--- src/rtl/rr_onehot_arbiter.sv ---
// ============================================================================
// rr_onehot_arbiter: registered round-robin arbiter with one-hot grant,
// hold-while-requesting and optional maximum-hold preemption.
// Revision: 1.0
// ============================================================================
`default_nettype none

module rr_onehot_arbiter #(
  parameter int NUM_REQ   = 4,
  parameter int MAX_HOLD  = 0,
  parameter int IDX_WIDTH = $clog2(NUM_REQ)
) (
  input  logic                 i_clock,
  input  logic                 i_reset,
  input  logic [NUM_REQ-1:0]   i_req,
  output logic [NUM_REQ-1:0]   o_grant,
  output logic                 o_grant_valid,
  output logic [IDX_WIDTH-1:0] o_grant_index
);

  localparam int                 CNT_W      = 16;
  localparam bit                 PREEMPT    = (MAX_HOLD > 0);
  localparam logic [CNT_W-1:0]   HOLD_LIMIT = CNT_W'(MAX_HOLD);
  localparam logic [CNT_W-1:0]   HOLD_TRIG  = PREEMPT ? CNT_W'(MAX_HOLD - 1) : '0;

  typedef enum logic [0:0] {
    ST_IDLE    = 1'b0,
    ST_GRANTED = 1'b1
  } state_t;

  state_t               state_q, state_d;
  logic [NUM_REQ-1:0]   grant_q, grant_d;
  logic [IDX_WIDTH-1:0] index_q, index_d;
  logic [IDX_WIDTH-1:0] ptr_q, ptr_d;
  logic [CNT_W-1:0]     cnt_q, cnt_d;

  // Requests strictly above the last winner take precedence; otherwise wrap.
  function automatic logic [NUM_REQ-1:0] pick(input logic [NUM_REQ-1:0] req,
                                               input logic [IDX_WIDTH-1:0] ptr);
    logic [NUM_REQ-1:0] above;
    logic [NUM_REQ-1:0] src;
    for (int i = 0; i < NUM_REQ; i++) above[i] = (i > int'(ptr));
    src = ((req & above) != '0) ? (req & above) : req;
    return src & (~src + NUM_REQ'(1));
  endfunction

  function automatic logic [IDX_WIDTH-1:0] oh2idx(input logic [NUM_REQ-1:0] oh);
    logic [IDX_WIDTH-1:0] idx;
    idx = '0;
    for (int i = 0; i < NUM_REQ; i++) if (oh[i]) idx = idx | IDX_WIDTH'(i);
    return idx;
  endfunction

  logic [NUM_REQ-1:0] win_all;
  logic [NUM_REQ-1:0] win_excl;
  logic [NUM_REQ-1:0] new_oh;
  logic               take;
  logic               holder_req;
  logic               others_req;

  always_comb begin
    win_all    = pick(i_req, ptr_q);
    win_excl   = pick(i_req & ~grant_q, ptr_q);
    holder_req = |(i_req & grant_q);
    others_req = |(i_req & ~grant_q);
    new_oh     = '0;
    take       = 1'b0;
    state_d    = state_q;
    grant_d    = grant_q;
    index_d    = index_q;
    ptr_d      = ptr_q;
    cnt_d      = cnt_q;

    case (state_q)
      ST_IDLE: begin
        if (|i_req) begin
          take   = 1'b1;
          new_oh = win_all;
        end
      end
      ST_GRANTED: begin
        if (!holder_req) begin
          if (|i_req) begin
            take   = 1'b1;
            new_oh = win_all;
          end else begin
            state_d = ST_IDLE;
            grant_d = '0;
          end
        end else if (PREEMPT && (cnt_q >= HOLD_TRIG) && others_req) begin
          // ">=" lets a saturated sole holder yield as soon as someone arrives.
          take   = 1'b1;
          new_oh = win_excl;
        end else if (cnt_q < HOLD_LIMIT) begin
          cnt_d = cnt_q + CNT_W'(1);
        end
      end
      default: begin
        state_d = ST_IDLE;
        grant_d = '0;
      end
    endcase

    if (take) begin
      state_d = ST_GRANTED;
      grant_d = new_oh;
      index_d = oh2idx(new_oh);
      ptr_d   = oh2idx(new_oh);
      cnt_d   = '0;
    end
  end

  always_ff @(posedge i_clock) begin
    if (i_reset) begin
      state_q <= ST_IDLE;
      grant_q <= '0;
      index_q <= '0;
      ptr_q   <= IDX_WIDTH'(NUM_REQ - 1);
      cnt_q   <= '0;
    end else begin
      state_q <= state_d;
      grant_q <= grant_d;
      index_q <= index_d;
      ptr_q   <= ptr_d;
      cnt_q   <= cnt_d;
    end
  end

  assign o_grant       = grant_q;
  assign o_grant_valid = (state_q == ST_GRANTED);
  assign o_grant_index = index_q;

endmodule

`default_nettype wire

--- config.mk ---
export PLATFORM = sky130hd
export DESIGN_NAME = rr_onehot_arbiter
export DESIGN_NICKNAME = d
export VERILOG_FILES = /design/src/rtl/rr_onehot_arbiter.sv
export SDC_FILE = /design/constraint.sdc
export NUM_CORES = 1
export LEC_CHECK = 0
export CAP_MARGIN = 20
export CORE_AREA = 3 3 40 42
export DETAILED_ROUTE_END_ITERATION = 6
export DIE_AREA = 0 0 43 45
export DONT_BUFFER_PORTS = 1
export MAX_ROUTING_LAYER = met4
export PLACE_DENSITY = 0.51
export SETUP_SLACK_MARGIN = 0.15
export SYNTH_ARGS = -nofsm -noshare
export SYNTH_HDL_FRONTEND = slang
export SYNTH_SLANG_ARGS = --single-unit
--- constraint.sdc ---
create_clock -name i_clock -period 3.1 [get_ports i_clock]
set_clock_uncertainty 0.05 [all_clocks]
set_input_delay 0.31 -clock i_clock [delete_from_list [all_inputs] [get_ports i_clock]]
set_output_delay 0.31 -clock i_clock [all_outputs]
set_load 0.005 [all_outputs]
==> impl_metrics.tcl <==
set metrics [dict create \
    holdBufCountCts 0 \
    peakVddDrop_v 0.0001998 \
    min_period_ns 1.569 \
    dp_slack_ns 1.557 \
    status "finished clean" \
    synth_top_cell_area_share_pct 34.12 \
    drc 0 \
    seq_power_share_pct 49.8 \
    chipWidth_um 43 \
    p_int_mw 0.2068 \
    rrSetupSlack_ns 1.53 \
    grt_pass1_vias 417 \
    ys_types 34 \
    fin_nets 67 \
    fmax_mhz 637.3 \
    powerDensity_nw_per_um2 518.3 \
    required_ns 3.20 \
    cts_buffer_depth 2 \
    hpwlAfterDp_um 863.5 \
    areaGrowthSynthToFinish_pct 4.739 \
    num_io_pins 13 \
    yosysTopAreaCell "dfxtp_1" \
    synth_area_leaders "dfxtp_1 (34%), a21oi_1 (5.7%), a32o_1 (5.7%)" \
    yosysSeqAreaShare_pct 34.12 \
    core_um2 1285 \
    place.gp.congestion 0.8431 \
    detailedRoute.firstPassIterationCount 3 \
    power_frac_comb_pct 18.5 \
    post_cts_buffers 0 \
    grt_pass1_wl_mm 1.980 \
    avgViaCountPerCell 5.933 \
    ys_ff_latch 9 \
    diodes 0 \
    grt_max_degree 11 \
    fp.dieH_um 45 \
    vias 445 \
    clockRootBuffer "clkbuf_4" \
    setup_viol 0 \
    finalHoldViolations 0 \
    relSlewSlack_pct 75.77 \
    drive_gt1_share_pct 23.33 \
    clock-sinks 9 \
    final_max_slew_viol_count 0 \
    clk_pin_slew_ns 0.06 \
    power_switching_mw 0.07984 \
    drt_iter0_markers 4 \
    start_kind "flop" \
    grtUsageTotal_pct 14.53 \
    maxCapViolations 0 \
    path_max_fanout 9 \
    end_kind "flop" \
    worstSetupPathType "flop to flop" \
    clkPwrFrac_pct 31.7 \
    period_share_pct 50.62 \
    hold_path.class "primary input to flop" \
    worst_pin_slew_ns 0.3543 \
    syn-instance-count 59 \
    avgSynthCellArea_um2 8.949 \
    cts_made_buffers 3 \
    cts_resized 0 \
    cp.arrival_ns 1.67 \
    clk_latency_ns 0.26 \
    wl_per_cell_um 15.07 \
    rsz0062_at_grt "false" \
    start_util_pct 41.09 \
    swShare_pct 27.85 \
    setup_slack_ns 1.531 \
    ant_nets 0 \
    antenna_found_initial 0 \
    cts_tree "yes" \
    rows 13 \
    setup_tns_ns 0 \
    cts.htree.levels 1 \
    p_leak_nw 0.2022 \
    portBuffers 0 \
    syn_area_um2 528.0 \
    syn_nets 65 \
    yosys_warnings 0 \
    gr-total-overflow 0 \
    drt_wl_total_mm 1.130 \
    die_area_um2 1935 \
]
-- registers in the layout (all words and copies together) (netlist names) --
register,count
o_grant,4
ptr_q,2
o_grant_index,2
o_grant_valid,1
-- synth_stat cells (all sizes together) --
master	number
dfxtp	9
a22o	2
a21o	1
clkbuf	1
buf	2
a211oi	2
nand2b	2
o311ai	1
nor2	4
and3	1
o21ai	3
o21bai	1
and2	1
nor2b	2
or3	1
nand3	1
inv	2
o21ba	2
o21a	1
a32o	3
a2111oi	1
or4	1
nand2	1
nor3	4
a21oi	6
or2	2
mux2i	1
a221oi	1
-- critical path, stage by stage, from the launching register on --
cell	delay, ns
dfxtp_1	0.48
o21ba_2	0.21
a221oi_1	0.33
nor3_1	0.11
a32o_1	0.27
-- metal layers --
metal	vias to the layer above	global-route usage, %	routed length (um)
li1	230	-	-
met1	202	17.48	540
met2	11	20.96	501
met3	2	7.171	74
met4	0	5.422	13
met5	-	-	0
-- cell type report --
cell class / count / area [um^2]
sequential: 9 / 180.2
multi-input combinational: 45 / 320.3
fill: 130 / 732.0
inverter: 2 / 7.507
clock buffer: 4 / 26.28
tap: 15 / 18.77
-- cell usage in the layout (no fill, tap or decap) --
cell       instances
dfxtp_1            9
a21oi_1            6
nor3_1             3
a32o_1             3
nor2_1             3
clkbuf_4           3
inv_1              2
or2_2              2
o21ba_2            2
nor2b_1            2
nand2b_1           2
o21ai_0            2
or4_4              1
a22o_2             1
a22o_1             1
o21ai_1            1
and2_4             1
o21a_1             1
nor2_4             1
a21o_2             1
a2111oi_0          1
mux2i_1            1
a221oi_1           1
and3_1             1
o21bai_1           1
nor3_2             1
a211oi_1           1
a211oi_2           1
nand2_1            1
or3_1              1
o311ai_0           1
nand3_1            1
clkbuf_1           1
-- logic make-up (layout without fill, tap and decap cells) --
kind of cell	Yosys count	count (layout)	share of synthesized area, %
compound gates	24	24	34.84
buf+inv	5	6	5.212
flops	9	9	34.12
mux	1	1	1.896
simple gates	20	20	23.93
-- power by group through the flow --
stage	Combinational (mW)	Clock, mW	Sequential [mW]
detailed placement	0.0533	0	0.146
global placement	0.0540	0	0.145
floorplan	0.0525	0	0.139
CTS	0.0537	0.0928	0.143
global route	0.0597	0.102	0.145
finish	0.0530	0.0908	0.143
-- worst paths after layout --
check | from | endpoint | cells past startpoint
setup / recovery | ptr_q[1] | o_grant[2] | 4
hold / removal | i_reset | o_grant_index[0] | 1
setup reg to reg | ptr_q[1] | o_grant[2] | 4
hold reg to reg | o_grant[1] | o_grant[1] | 2
-- per-stage QoR --
step                cells  area (um^2)  power (mW)  util, %  hold WS (ns)
floorplan              59        528.0      0.1912        -        0.4119
global placement       71        526.8      0.1995    40.99        0.3281
detailed placement     71        526.8      0.1989    40.99        0.3281
CTS                    75        553.0      0.2892    43.04       0.04748
global route           75        553.0      0.3066    43.04       0.03041
finish                 75        553.0      0.2867    43.04       0.05046
(Power assumes the default switching activity.)
